### src/rtl/uart_buffered_core_pkg.sv
// Shared definitions for the buffered UART: FSM state encoding, oversampling constants
// and the frame parity helper.
package uart_buffered_core_pkg;

    typedef enum logic [2:0] {
        ST_IDLE   = 3'd0,
        ST_START  = 3'd1,
        ST_DATA   = 3'd2,
        ST_PARITY = 3'd3,
        ST_STOP   = 3'd4
    } uart_state_t;

    localparam int OVERSAMPLE   = 16;
    localparam int START_CENTRE = 7;

    // Narrower data words are zero-extended by the caller, which leaves parity unchanged.
    function automatic logic calc_parity(input logic [7:0] data, input logic odd);
        return (^data) ^ odd;
    endfunction

endpackage

### src/rtl/uart_sync_fifo.sv
// Synchronous FIFO with first-word fall-through read data; full/empty come from the
// extra pointer MSB. Read data is forced to zero while empty.
module uart_sync_fifo #(
    parameter int WIDTH = 8,
    parameter int DEPTH = 16
) (
    input  logic             clk,
    input  logic             reset,
    input  logic             wr_en,
    input  logic [WIDTH-1:0] wr_data,
    input  logic             rd_en,
    output logic [WIDTH-1:0] rd_data,
    output logic             full,
    output logic             empty
);
    localparam int AW = $clog2(DEPTH);

    logic [AW:0]      wr_ptr_r;
    logic [AW:0]      rd_ptr_r;
    logic [WIDTH-1:0] mem_r [DEPTH];
    logic             do_wr_s;
    logic             do_rd_s;

    assign full    = (wr_ptr_r[AW] != rd_ptr_r[AW]) && (wr_ptr_r[AW-1:0] == rd_ptr_r[AW-1:0]);
    assign empty   = (wr_ptr_r == rd_ptr_r);
    assign do_rd_s = rd_en && !empty;
    // A push into a full FIFO still lands when the head is popped in the same cycle.
    assign do_wr_s = wr_en && (!full || do_rd_s);
    assign rd_data = empty ? {WIDTH{1'b0}} : mem_r[rd_ptr_r[AW-1:0]];

    // Pointer registers.
    always_ff @(posedge clk or posedge reset) begin
        if (reset) begin
            wr_ptr_r <= {(AW+1){1'b0}};
            rd_ptr_r <= {(AW+1){1'b0}};
        end else begin
            if (do_wr_s) wr_ptr_r <= wr_ptr_r + (AW+1)'(1);
            if (do_rd_s) rd_ptr_r <= rd_ptr_r + (AW+1)'(1);
        end
    end

    // Storage array.
    always_ff @(posedge clk) begin
        if (do_wr_s) mem_r[wr_ptr_r[AW-1:0]] <= wr_data;
    end

endmodule

### src/rtl/uart_buffered_core.sv
// Buffered UART transceiver with 16x oversampling tick, TX/RX FIFOs and configurable frame.
// Define UART_PARITY_EN to add a parity bit (and the parity_error port).
module uart_buffered_core #(
    parameter int BAUD_DIV   = 326,
    parameter int DATA_BITS  = 8,
    parameter int STOP_BITS  = 1,
    parameter int FIFO_DEPTH = 16,
    parameter int PARITY_ODD = 0
) (
    input  logic                 clk,
    input  logic                 reset,
    input  logic                 rx,
    output logic                 tx,
    input  logic [DATA_BITS-1:0] tx_data_in,
    input  logic                 tx_write,
    output logic                 tx_full,
    output logic                 tx_busy,
    output logic [DATA_BITS-1:0] rx_data_out,
    input  logic                 rx_read,
    output logic                 rx_empty,
    output logic                 rx_overrun,
    input  logic                 rx_overrun_clear,
    output logic                 frame_error
`ifdef UART_PARITY_EN
    ,
    output logic                 parity_error
`endif
);
    import uart_buffered_core_pkg::*;

    localparam int          TW        = (BAUD_DIV > 1) ? $clog2(BAUD_DIV) : 1;
    localparam logic [4:0]  BIT_END   = 5'(OVERSAMPLE - 1);
    localparam logic [4:0]  START_END = 5'(START_CENTRE);
    localparam logic [4:0]  STOP_END  = 5'(OVERSAMPLE * STOP_BITS - 1);
    localparam logic [2:0]  LAST_BIT  = 3'(DATA_BITS - 1);
`ifdef UART_PARITY_EN
    localparam uart_state_t AFTER_DATA = ST_PARITY;
`else
    localparam uart_state_t AFTER_DATA = ST_STOP;
`endif

    logic [TW-1:0]        tick_cnt_r;
    logic                 tick_s;
    logic [1:0]           rx_sync_r;
    logic                 rx_in_s;
    uart_state_t          rx_state_r, rx_state_n;
    logic [4:0]           rx_scnt_r, rx_scnt_n;
    logic [2:0]           rx_ncnt_r, rx_ncnt_n;
    logic [DATA_BITS-1:0] rx_data_r, rx_data_n;
    logic                 rx_push_s, rx_ferr_s, rx_full_s, ovr_set_s;
    uart_state_t          tx_state_r, tx_state_n;
    logic [4:0]           tx_scnt_r, tx_scnt_n;
    logic [2:0]           tx_ncnt_r, tx_ncnt_n;
    logic [DATA_BITS-1:0] tx_shift_r, tx_shift_n, tx_head_s;
    logic                 tx_pop_s, tx_empty_s, tx_s, tx_r;
    logic                 frame_error_r, overrun_r;
`ifdef UART_PARITY_EN
    logic                 rx_par_r, rx_par_n, rx_perr_s, parity_error_r;
    logic                 tx_par_r, tx_par_n;
`endif

    assign tick_s      = (tick_cnt_r == TW'(BAUD_DIV - 1));
    assign rx_in_s     = rx_sync_r[1];
    assign tx          = tx_r;
    assign tx_busy     = (tx_state_r != ST_IDLE) || !tx_empty_s;
    assign frame_error = frame_error_r;
    assign rx_overrun  = overrun_r;
    assign ovr_set_s   = rx_push_s && rx_full_s && !rx_read;
`ifdef UART_PARITY_EN
    assign parity_error = parity_error_r;
`endif

    uart_sync_fifo #(.WIDTH(DATA_BITS), .DEPTH(FIFO_DEPTH)) u_tx_fifo (
        .clk(clk), .reset(reset), .wr_en(tx_write), .wr_data(tx_data_in),
        .rd_en(tx_pop_s), .rd_data(tx_head_s), .full(tx_full), .empty(tx_empty_s)
    );

    uart_sync_fifo #(.WIDTH(DATA_BITS), .DEPTH(FIFO_DEPTH)) u_rx_fifo (
        .clk(clk), .reset(reset), .wr_en(rx_push_s), .wr_data(rx_data_r),
        .rd_en(rx_read), .rd_data(rx_data_out), .full(rx_full_s), .empty(rx_empty)
    );

    // Free-running oversample tick and two-stage rx synchroniser.
    always_ff @(posedge clk or posedge reset) begin
        if (reset) begin
            tick_cnt_r <= {TW{1'b0}};
            rx_sync_r  <= 2'b11;
        end else begin
            tick_cnt_r <= tick_s ? {TW{1'b0}} : tick_cnt_r + TW'(1);
            rx_sync_r  <= {rx_sync_r[0], rx};
        end
    end

    // RX next-state: centre-sample each bit and classify the frame at the stop bit.
    always_comb begin
        rx_state_n = rx_state_r;
        rx_scnt_n  = rx_scnt_r;
        rx_ncnt_n  = rx_ncnt_r;
        rx_data_n  = rx_data_r;
        rx_push_s  = 1'b0;
        rx_ferr_s  = 1'b0;
`ifdef UART_PARITY_EN
        rx_par_n   = rx_par_r;
        rx_perr_s  = 1'b0;
`endif
        case (rx_state_r)
            ST_IDLE: begin
                rx_scnt_n = 5'd0;
                if (!rx_in_s) rx_state_n = ST_START;
                else          rx_state_n = ST_IDLE;
            end
            ST_START: begin
                if (tick_s && (rx_scnt_r == START_END)) begin
                    rx_scnt_n = 5'd0;
                    rx_ncnt_n = 3'd0;
                    if (rx_in_s) rx_state_n = ST_IDLE;
                    else         rx_state_n = ST_DATA;
                end else if (tick_s) begin
                    rx_scnt_n = rx_scnt_r + 5'd1;
                end else begin
                    rx_scnt_n = rx_scnt_r;
                end
            end
            ST_DATA: begin
                if (tick_s && (rx_scnt_r == BIT_END)) begin
                    rx_scnt_n = 5'd0;
                    rx_data_n = {rx_in_s, rx_data_r[DATA_BITS-1:1]};
                    if (rx_ncnt_r == LAST_BIT) rx_state_n = AFTER_DATA;
                    else                       rx_ncnt_n  = rx_ncnt_r + 3'd1;
                end else if (tick_s) begin
                    rx_scnt_n = rx_scnt_r + 5'd1;
                end else begin
                    rx_scnt_n = rx_scnt_r;
                end
            end
`ifdef UART_PARITY_EN
            ST_PARITY: begin
                if (tick_s && (rx_scnt_r == BIT_END)) begin
                    rx_scnt_n  = 5'd0;
                    rx_par_n   = rx_in_s;
                    rx_state_n = ST_STOP;
                end else if (tick_s) begin
                    rx_scnt_n = rx_scnt_r + 5'd1;
                end else begin
                    rx_scnt_n = rx_scnt_r;
                end
            end
`endif
            ST_STOP: begin
                if (tick_s && (rx_scnt_r == BIT_END)) begin
                    rx_scnt_n  = 5'd0;
                    rx_state_n = ST_IDLE;
                    if (!rx_in_s) begin
                        rx_ferr_s = 1'b1;
`ifdef UART_PARITY_EN
                    end else if (calc_parity(8'(rx_data_r), PARITY_ODD != 0) != rx_par_r) begin
                        rx_perr_s = 1'b1;
`endif
                    end else begin
                        rx_push_s = 1'b1;
                    end
                end else if (tick_s) begin
                    rx_scnt_n = rx_scnt_r + 5'd1;
                end else begin
                    rx_scnt_n = rx_scnt_r;
                end
            end
            default: rx_state_n = ST_IDLE;
        endcase
    end

    // TX next-state: pop the FIFO head whenever a frame can start, shift LSB first.
    always_comb begin
        tx_state_n = tx_state_r;
        tx_scnt_n  = tx_scnt_r;
        tx_ncnt_n  = tx_ncnt_r;
        tx_shift_n = tx_shift_r;
        tx_pop_s   = 1'b0;
`ifdef UART_PARITY_EN
        tx_par_n   = tx_par_r;
`endif
        case (tx_state_r)
            ST_IDLE: begin
                tx_scnt_n = 5'd0;
                if (!tx_empty_s) begin
                    tx_pop_s   = 1'b1;
                    tx_state_n = ST_START;
                end else begin
                    tx_state_n = ST_IDLE;
                end
            end
            ST_START: begin
                if (tick_s && (tx_scnt_r == BIT_END)) begin
                    tx_scnt_n  = 5'd0;
                    tx_ncnt_n  = 3'd0;
                    tx_state_n = ST_DATA;
                end else if (tick_s) begin
                    tx_scnt_n = tx_scnt_r + 5'd1;
                end else begin
                    tx_scnt_n = tx_scnt_r;
                end
            end
            ST_DATA: begin
                if (tick_s && (tx_scnt_r == BIT_END)) begin
                    tx_scnt_n = 5'd0;
                    if (tx_ncnt_r == LAST_BIT) begin
                        tx_state_n = AFTER_DATA;
                    end else begin
                        tx_ncnt_n  = tx_ncnt_r + 3'd1;
                        tx_shift_n = tx_shift_r >> 1;
                    end
                end else if (tick_s) begin
                    tx_scnt_n = tx_scnt_r + 5'd1;
                end else begin
                    tx_scnt_n = tx_scnt_r;
                end
            end
`ifdef UART_PARITY_EN
            ST_PARITY: begin
                if (tick_s && (tx_scnt_r == BIT_END)) begin
                    tx_scnt_n  = 5'd0;
                    tx_state_n = ST_STOP;
                end else if (tick_s) begin
                    tx_scnt_n = tx_scnt_r + 5'd1;
                end else begin
                    tx_scnt_n = tx_scnt_r;
                end
            end
`endif
            ST_STOP: begin
                if (tick_s && (tx_scnt_r == STOP_END)) begin
                    // Chain straight into the next start bit so queued bytes leave without a gap.
                    tx_scnt_n = 5'd0;
                    if (!tx_empty_s) begin
                        tx_pop_s   = 1'b1;
                        tx_state_n = ST_START;
                    end else begin
                        tx_state_n = ST_IDLE;
                    end
                end else if (tick_s) begin
                    tx_scnt_n = tx_scnt_r + 5'd1;
                end else begin
                    tx_scnt_n = tx_scnt_r;
                end
            end
            default: tx_state_n = ST_IDLE;
        endcase

        if (tx_pop_s) begin
            tx_shift_n = tx_head_s;
`ifdef UART_PARITY_EN
            tx_par_n   = calc_parity(8'(tx_head_s), PARITY_ODD != 0);
`endif
        end else begin
            tx_shift_n = tx_shift_n;
        end

        case (tx_state_n)
            ST_START:  tx_s = 1'b0;
            ST_DATA:   tx_s = tx_shift_n[0];
`ifdef UART_PARITY_EN
            ST_PARITY: tx_s = tx_par_n;
`endif
            default:   tx_s = 1'b1;
        endcase
    end

    // FSM, counter and shift registers for both directions.
    always_ff @(posedge clk or posedge reset) begin
        if (reset) begin
            rx_state_r <= ST_IDLE;
            rx_scnt_r  <= 5'd0;
            rx_ncnt_r  <= 3'd0;
            rx_data_r  <= {DATA_BITS{1'b0}};
            tx_state_r <= ST_IDLE;
            tx_scnt_r  <= 5'd0;
            tx_ncnt_r  <= 3'd0;
            tx_shift_r <= {DATA_BITS{1'b0}};
            tx_r       <= 1'b1;
`ifdef UART_PARITY_EN
            rx_par_r   <= 1'b0;
            tx_par_r   <= 1'b0;
`endif
        end else begin
            rx_state_r <= rx_state_n;
            rx_scnt_r  <= rx_scnt_n;
            rx_ncnt_r  <= rx_ncnt_n;
            rx_data_r  <= rx_data_n;
            tx_state_r <= tx_state_n;
            tx_scnt_r  <= tx_scnt_n;
            tx_ncnt_r  <= tx_ncnt_n;
            tx_shift_r <= tx_shift_n;
            tx_r       <= tx_s;
`ifdef UART_PARITY_EN
            rx_par_r   <= rx_par_n;
            tx_par_r   <= tx_par_n;
`endif
        end
    end

    // Registered status: error pulses and sticky overrun (a new overrun beats a clear).
    always_ff @(posedge clk or posedge reset) begin
        if (reset) begin
            frame_error_r  <= 1'b0;
            overrun_r      <= 1'b0;
`ifdef UART_PARITY_EN
            parity_error_r <= 1'b0;
`endif
        end else begin
            frame_error_r <= rx_ferr_s;
            if (ovr_set_s)             overrun_r <= 1'b1;
            else if (rx_overrun_clear) overrun_r <= 1'b0;
            else                       overrun_r <= overrun_r;
`ifdef UART_PARITY_EN
            parity_error_r <= rx_perr_s;
`endif
        end
    end

endmodule

### config.mk
export PLATFORM = sky130hd
export DESIGN_NAME = uart_buffered_core
export DESIGN_NICKNAME = d
export VERILOG_FILES = /design/src/rtl/uart_buffered_core_pkg.sv /design/src/rtl/uart_sync_fifo.sv /design/src/rtl/uart_buffered_core.sv
export SDC_FILE = /design/constraint.sdc
export NUM_CORES = 1
export LEC_CHECK = 0
export ABC_AREA = 1
export CORE_ASPECT_RATIO = 0.6
export CORE_MARGIN = 1.5
export CORE_UTILIZATION = 25
export DETAILED_ROUTE_END_ITERATION = 12
export DONT_BUFFER_PORTS = 1
export PLACE_DENSITY = 0.48
export SKIP_CTS_REPAIR_TIMING = 1
export SLEW_MARGIN = 20
export SYNTH_ARGS = -nofsm -noshare
export SYNTH_HDL_FRONTEND = slang
export SYNTH_SLANG_ARGS = --single-unit
export TNS_END_PERCENT = 10
### constraint.sdc
create_clock -name clk -period 3.6 [get_ports clk]
set_input_delay 0.18 -clock clk [delete_from_list [all_inputs] [get_ports clk]]
set_output_delay 0.18 -clock clk [all_outputs]
set_load 0.03 [all_outputs]
# --- Word-level counts from Yosys, hierarchy flattened ---
# Memory sizes are Yosys's and may differ from the RTL's.
# Cells that the tools add are included.
op_classes:
  addsub: 9
  n_eq_ne: 30
  mux: 51
  n_reduce_logical: 37
op_table:
  columns: ["cell", "n"]
  rows:
  - ["two-way mux 8 bit", 6]
  - ["two-way mux 3 bit", 14]
  - ["adder 5 x 1 -> 5 bit, second input constant", 6]
  - ["two-way mux 5 bit", 5]
  - ["case mux 3 bit (4 select lines)", 2]
  - ["two-way mux 1 bit", 16]
  - ["!= test 2 bit, second input constant", 8]
  - ["case mux 5 bit (3 select lines)", 1]
  - ["equality test 3 bit, second input constant", 4]
  - ["case mux 3 bit (2 select lines)", 2]
  - ["AND reduction 4 bit", 3]
  - ["nonzero test 2 bit", 6]
  - ["logical AND 1 bit", 11]
  - ["equality test 5 x 4 -> 1 bit, second input constant", 2]
  - ["equality test 5 bit", 2]
  - ["case mux 5 bit (2 select lines)", 1]
  - ["adder 9 x 1 -> 9 bit, second input constant", 1]
  - ["equality test 3 x 1 -> 1 bit, second input constant", 3]
  - ["equality test 3 x 2 -> 1 bit, second input constant", 3]
  - ["equality test 9 bit, second input constant", 1]
  - ["two-way mux 9 bit", 1]
  - ["equality test 4 bit", 2]
  - ["adder 3 x 1 -> 3 bit, second input constant", 2]
  - ["zero test 3 bit", 2]
  - ["13 further kinds", 23]
word_totals:
  ff_bits: 72
  ramBits: 256
  in_bits: 14
  out_inout_bits: 14
  elab_cells: 147
  memories: 2
mem_list:
  columns: ["memory", "words", "width", "read_ports", "rd_clocked_by_memory_dff", "wr", "line", "text"]
  rows:
  - ["u_rx_fifo.mem_r", 16, 8, 1, 0, 1, "uart_sync_fifo.sv:20", "logic [WIDTH-1:0] mem_r [DEPTH];"]
  - ["u_tx_fifo.mem_r", 16, 8, 1, 0, 1, "uart_sync_fifo.sv:20", null]

# --- Longest topological paths before layout ---
logic_depth:
  ltp_word: 9
  depth_mapped: 13

# --- Cells and area by module ---
# Synthesis repeated with hierarchy kept, for this count alone.
hier_totals:
  hier_cells: 1623
  hier_area_um2: 15304.7
by_module_without_submodules:
  columns: ["module", "n_inst", "cells_per_inst", "area_each_um2", "seq_area_each_um2"]
  rows:
  - ["uart_sync_fifo (u_rx_fifo)", 1, 657, 6299.8, 4093.9]
  - ["uart_sync_fifo (u_tx_fifo)", 1, 657, 6284.8, 4093.9]
  - ["uart_buffered_core", 1, 309, 2720.1, 1305.0]

# --- Worst setup path before layout ---
# No wires, ideal clock.
synth_timing:
  path_kind: "reg2reg"
  startpoint: "reg tick_cnt_r[1]"
  endpoint: "mem u_rx_fifo.mem_r[7][0] (enable)"
  setup_ps: 370
  arrival_ps: 1781
  required_ps: 3230
  slack_ps: 1449
  path_stages_with_launch: 13
  path_buffers: 0
  path_cell_list: "dfrtp_1 > inv_1 > ha_1 > nand2_1 > clkinv_1 > nand2_1 > nor2_4 > nand2_4 > nor3_2 > nand2_1 > inv_2 > nand3_1 > nor2_1"
synth_between:
  elab_chain_cells: 7
synth_lines:
  columns: ["item", "line", "text"]
  rows:
  - ["start: declaration", "uart_buffered_core.sv:42", "logic [TW-1:0] tick_cnt_r;"]
  - ["start signal: assignment", "uart_buffered_core.sv:86", "tick_cnt_r <= {TW{1'b0}};"]
  - ["start signal: assignment", "uart_buffered_core.sv:89", "tick_cnt_r <= tick_s ? {TW{1'b0}} : tick_cnt_r + TW'(1);"]
  - ["equality test 9 bit", "uart_buffered_core.sv:62", "assign tick_s = (tick_cnt_r == TW'(BAUD_DIV - 1));"]
  - ["logical AND 1 bit", "uart_buffered_core.sv:150", "if (tick_s && (rx_scnt_r == BIT_END)) begin"]
  - ["two-way mux 1 bit", "uart_buffered_core.sv:150", null]
  - ["two-way mux 1 bit", "uart_buffered_core.sv:106", "case (rx_state_r)"]
  - ["logical AND 1 bit", "uart_sync_fifo.sv:28", "assign do_wr_s = wr_en && (!full || do_rd_s);"]
  - ["two-way mux 1 bit", "uart_sync_fifo.sv:44", "if (do_wr_s) mem_r[wr_ptr_r[AW-1:0]] <= wr_data;"]
  - ["two-way mux 1 bit (implied by the code)", "uart_sync_fifo.sv:44", null]
  - ["end: declaration", "uart_sync_fifo.sv:20", null]
# No other way between the ends.

# --- Worst setup path in the final report ---
layout_timing:
  startpoint: "reg u_rx_fifo.rd_ptr_r[0]"
  endpoint: "out rx_data_out[5]"
layout_between:
  elab_chain_cells: 2
layout_lines:
  columns: ["item", "line", "text"]
  rows:
  - ["start: declaration", "uart_sync_fifo.sv:19", "logic [AW:0] rd_ptr_r;"]
  - ["start signal: assignment", "uart_sync_fifo.sv:35", "rd_ptr_r <= {(AW+1){1'b0}};"]
  - ["start signal: assignment", "uart_sync_fifo.sv:38", "if (do_rd_s) rd_ptr_r <= rd_ptr_r + (AW+1)'(1);"]
  - ["memory read (16 x 8 bit) / equality test 5 bit (equally long branches)", null, null]
  - ["two-way mux 8 bit (*)", "uart_sync_fifo.sv:29", "assign rd_data = empty ? {WIDTH{1'b0}} : mem_r[rd_ptr_r[AW-1:0]];"]
  - ["end: declaration", "uart_buffered_core.sv:18", "output logic [DATA_BITS-1:0] rx_data_out,"]
# Mark *: on every way between the ends. The rest lies on a longest branch, timed or not.

==> impl_summary.md <==
Run status
The run finished with clean final reports.

Logic synthesis
The number of enable-type register cells in the synthesized netlist is 256. The post-synthesis async set-or-reset flop share is a little over a fifth. By count the netlist is led by 266 x sky130_fd_sc_hd__nor2_1, 256 x sky130_fd_sc_hd__edfxtp_1, 208 x sky130_fd_sc_hd__nand2_1, 159 x sky130_fd_sc_hd__o21ai_0, 69 x sky130_fd_sc_hd__dfrtp_1. The synthesized design spends more area on one cell type than any other, namely sky130_fd_sc_hd__edfxtp_1. The most common cell in the synthesized netlist is sky130_fd_sc_hd__nor2_1. For this run, the register share of the synthesized area comes to about 67%.

In this run, synthesis produced a sequential element count of between 300 and 400. In this run the biggest area consumer among cell types represents 54.0% of the synthesized area. Dividing the synthesized area by the synthesized cell count gives 10.9 sq um. Yosys printed 0 warnings. The cell area after technology mapping is 14,200 sq um. After technology mapping, the gate count stands at 1,313.

The total nets after synthesis is 1,346. The post-synthesis cell type count is 41. By area the synthesized netlist is led by sky130_fd_sc_hd__edfxtp_1 54%, sky130_fd_sc_hd__dfrtp_1 12%, sky130_fd_sc_hd__nor2_1 7.0%.

Among all flip-flop cells after synthesis, the most frequent one is sky130_fd_sc_hd__edfxtp_1.

Finish
The final layout contains between 1,000 and 1,500 nets. The proportion of layout cells with a drive suffix above 1 is 8.38%. 0 antenna diodes ended up in the layout. The layout filler cell count is 5,754.

From synthesis to final layout, the design area changed by 14.3%. The final design instance area without fill is 16,300 sq um.

Clock tree
The cell chosen for the clock root is sky130_fd_sc_hd__clkbuf_16. For this design, the sink count on the clock tree is 328. The H-tree was split into 2 levels. TritonCTS built the clock tree.

The insertion delay to the later sink of the worst-skew pair is 0.52 ns. The clock edge transition at the registers on the reported setup and hold paths is 0.07 ns. The clock tree buffer depth is 3. Clock tree synthesis inserted a total of 35 buffers.

Routing
The remaining antenna violation count after routing is 0. Summed over all nets, wire length on met3 after detailed routing comes to ~2.3 mm. The DRC violation count after routing is 0. After the first detailed-routing iteration, the DRC count stood at 792. The highest layer touched by signal routing is met4. For this run, the detailed router's first-pass iteration total came to 5. The detailed router placed 9,321 vias in this run. In the routed layout, each cell is associated on average with a via count of 4.42.

For this block, the routed nets add up to around 35 mm of wire. The average wire length per cell after detail routing is between 15 and 20 um. Wire segments on met2 add up to between 10 and 15 mm in the final route.

The post-route met1 wirelength is around 19 mm.

STA
The final count of pins violating max slew came to 0. In the final timing run, aggregate negative setup slack is 0 ns. The final count of hold timing violations is 0. The worst path needs ~3.1 ns of the cycle, external delays included. The achievable frequency is 0.326 GHz. Dividing the final minimum period by the clock period gives 85.2%. Setup violations remaining at the end of the flow were counted as 0. The post-layout worst setup margin is 0.533 ns. The transition at the pin with the smallest max-transition slack is 0.970 ns.

The clock skew is around 0.018 ns. The headroom to the max-slew limit is 35.2%. Setup repair after global routing left no endpoint under its margin.

Worst setup path
The delay of the slowest critical-path stage is 0.73 ns. For the worst setup path, the data required time is around 3.4 ns. Among cell families on the critical path, the largest total delay comes from compound AO/OA/AOI/OAI gates. The worst setup path is of the reg2out kind. Counting both buffers and inverters, the worst setup path holds a total of 2. Along the worst path, the maximum fanout reaches 40. STA classifies the critical path startpoint as a flop. Data on the critical path arrives at its endpoint at 2.89 ns.

The critical path goes through buf_12 > o21ai_0 > o21ai_0 > nand2_1 > nand2_1 > inv_1 > a21oi_1. The category of the worst setup path capture point is a primary output. The cell with the largest stage delay on the worst path is sky130_fd_sc_hd__dfrtp_2.

GRT
For this run, the total global-route usage over all layers was measured as roughly an eighth. The number of global-route vias before repair came to 8,932. The initial antenna violation count was 0. Entering global routing, the biggest net connects 72 pins. The total overflow reported by the global router is 0.

The first global-routing pass estimated between 50 and 60 mm of wire.

Power and ir drop
For this design the static power due to leakage is 6.29 nW. Power spread over the standard cell area amounts to roughly 700 nW/um^2. Across the VDD grid, the largest voltage drop is 317 uV.

Placement
At the end of routability-driven placement, the weighted congestion stood at 0.834. Buffers placed on the I/O ports in this run total 0. In this run the cell area measured after placement is 15,100 sq um. Detailed placement finished with a half-perimeter wire length of 23.1 mm.

Before CTS, the worst setup slack after placement is between 0.9 and 1 ns.

Floorplan
The vertical die dimension is 188 um. The floorplan step defined a die boundary enclosing 58,500 sq um. Once the floorplan was initialized, standard cells occupied 25.4% of the core. After floorplanning, the core was sized to cover 56,100 sq um. The floorplan row count is 67. The width of the die is 311 um. 28 I/O pins were placed.

Hold path
The path class of the tightest hold or removal check is in2reg.

Run
The count of maximum capacitance violations is 0.
registers in the layout, summed over array words and instances (netlist names), 2 cells and up:
register / flops
u_rx_fifo.mem_r: 128
u_tx_fifo.mem_r: 128
tick_cnt_r: 9
rx_data_r: 8
tx_shift_r: 8
rx_scnt_r: 5
tx_scnt_r: 5
u_rx_fifo.rd_ptr_r: 5
u_rx_fifo.wr_ptr_r: 5
u_tx_fifo.rd_ptr_r: 5
u_tx_fifo.wr_ptr_r: 5
rx_ncnt_r: 3
rx_state_r: 3
tx_ncnt_r: 3
tx_state_r: 3
rx_sync_r: 2
layout make-up:
| cell class | count | area (sq um) | share of cell area (%) |
|---|---|---|---|
| Sequential cell | 328 | 9500 | 58.3 |
| Timing Repair Buffer | 27 | 248 | 1.52 |
| Clock buffer | 54 | 1040 | 6.38 |
| Multi-Input combinational cell | 851 | 4190 | 25.7 |
| Inverter | 80 | 302 | 1.85 |
| Clock inverter | 9 | 63.8 | 0.392 |
| Tap cell | 759 | 950 | 5.83 |
worst register-to-register path, cell delays in order, from the launching register on:
cell	delay, ns
sky130_fd_sc_hd__dfrtp_2	0.73
sky130_fd_sc_hd__xor2_1	0.20
sky130_fd_sc_hd__nor2_1	0.07
sky130_fd_sc_hd__nand4_1	0.22
sky130_fd_sc_hd__nand2_1	0.14
sky130_fd_sc_hd__inv_2	0.17
sky130_fd_sc_hd__nand2_1	0.15
sky130_fd_sc_hd__nor2_1	0.61
metrics by stage:
stage | std cells | power [mW] | util [%] | hold WS [ns]
floorplan | 1313 | 6.93 | - | 0.184
global placement | 2032 | 7.91 | 26.8 | 0.185
detailed placement | 2032 | 7.91 | 26.8 | 0.185
CTS | 2095 | 11.4 | 28.8 | -0.367
global route | 2108 | 12.0 | 29.0 | 0.0199
finish | 2108 | 11.4 | 29.0 | 0.00191
power breakdown:
group | internal, mW | switching, mW | leakage [nW]
logic | 0.942 | 2.44 | 2.18
clock network | 2.06 | 1.42 | 0.540
registers | 4.31 | 0.199 | 3.57
total | 7.31 | 4.07 | 6.29
kinds of logic after synthesis:
| kind of cell | Yosys count | share of synthesized area, % |
|---|---|---|
| buf+inv | 134 | 3.98 |
| fa+ha+maj | 19 | 1.67 |
| mux | 7 | 0.553 |
| xor+xnor | 25 | 1.54 |
| flops | 328 | 66.6 |
| compound gates | 207 | 7.73 |
| simple gates | 593 | 17.9 |
final timing paths:
kind                                                          end  cells past startpoint  slack (ns)                              start
worst max-delay path                               rx_data_out[5]                      7        0.53  u_rx_fifo.rd_ptr_r[0]$_DFFE_PP0P_
worst min-delay path            u_tx_fifo.wr_ptr_r[1]$_DFFE_PP0P_                      3       0.002                           tx_write
worst max register to register   u_rx_fifo.mem_r[11][3]$_DFFE_PP_                      7        0.94  u_rx_fifo.rd_ptr_r[0]$_DFFE_PP0P_
worst min register to register             rx_sync_r[1]$_DFF_PP1_                      0        0.36             rx_sync_r[0]$_DFF_PP1_
max in group asynchronous                            tx$_DFF_PP1_                      3        2.35                              reset
min in group asynchronous       u_rx_fifo.rd_ptr_r[0]$_DFFE_PP0P_                      2        0.30                              reset
cells in the final DEF, fill, tap and decap left out, types with 12 or more instances in the layout:
| master | netlist | routed |
|---|---|---|
| sky130_fd_sc_hd__nor2_1 | 266 | 266 |
| sky130_fd_sc_hd__clkbuf_16 | 0 | 37 |
| sky130_fd_sc_hd__o21ai_0 | 159 | 159 |
| sky130_fd_sc_hd__inv_1 | 68 | 66 |
| sky130_fd_sc_hd__dfrtp_1 | 69 | 66 |
| sky130_fd_sc_hd__nand2_1 | 208 | 208 |
| sky130_fd_sc_hd__buf_4 | 3 | 13 |
| sky130_fd_sc_hd__o211ai_1 | 20 | 20 |
| sky130_fd_sc_hd__clkbuf_1 | 21 | 12 |
| sky130_fd_sc_hd__xor2_1 | 20 | 20 |
| sky130_fd_sc_hd__ha_1 | 19 | 19 |
| sky130_fd_sc_hd__dlygate4sd3_1 | 0 | 13 |
| sky130_fd_sc_hd__edfxtp_1 | 256 | 256 |
| sky130_fd_sc_hd__nand3_1 | 67 | 67 |
| sky130_fd_sc_hd__a21oi_1 | 13 | 13 |
metal layers:
layer  global-route usage (%)  up-vias
met5                        0        -
met1                     19.0     4536
met3                     2.49       38
met2                     16.3      238
li1                         -     4509
met4                     2.72        0
Power figures use the tool's default switching activity.
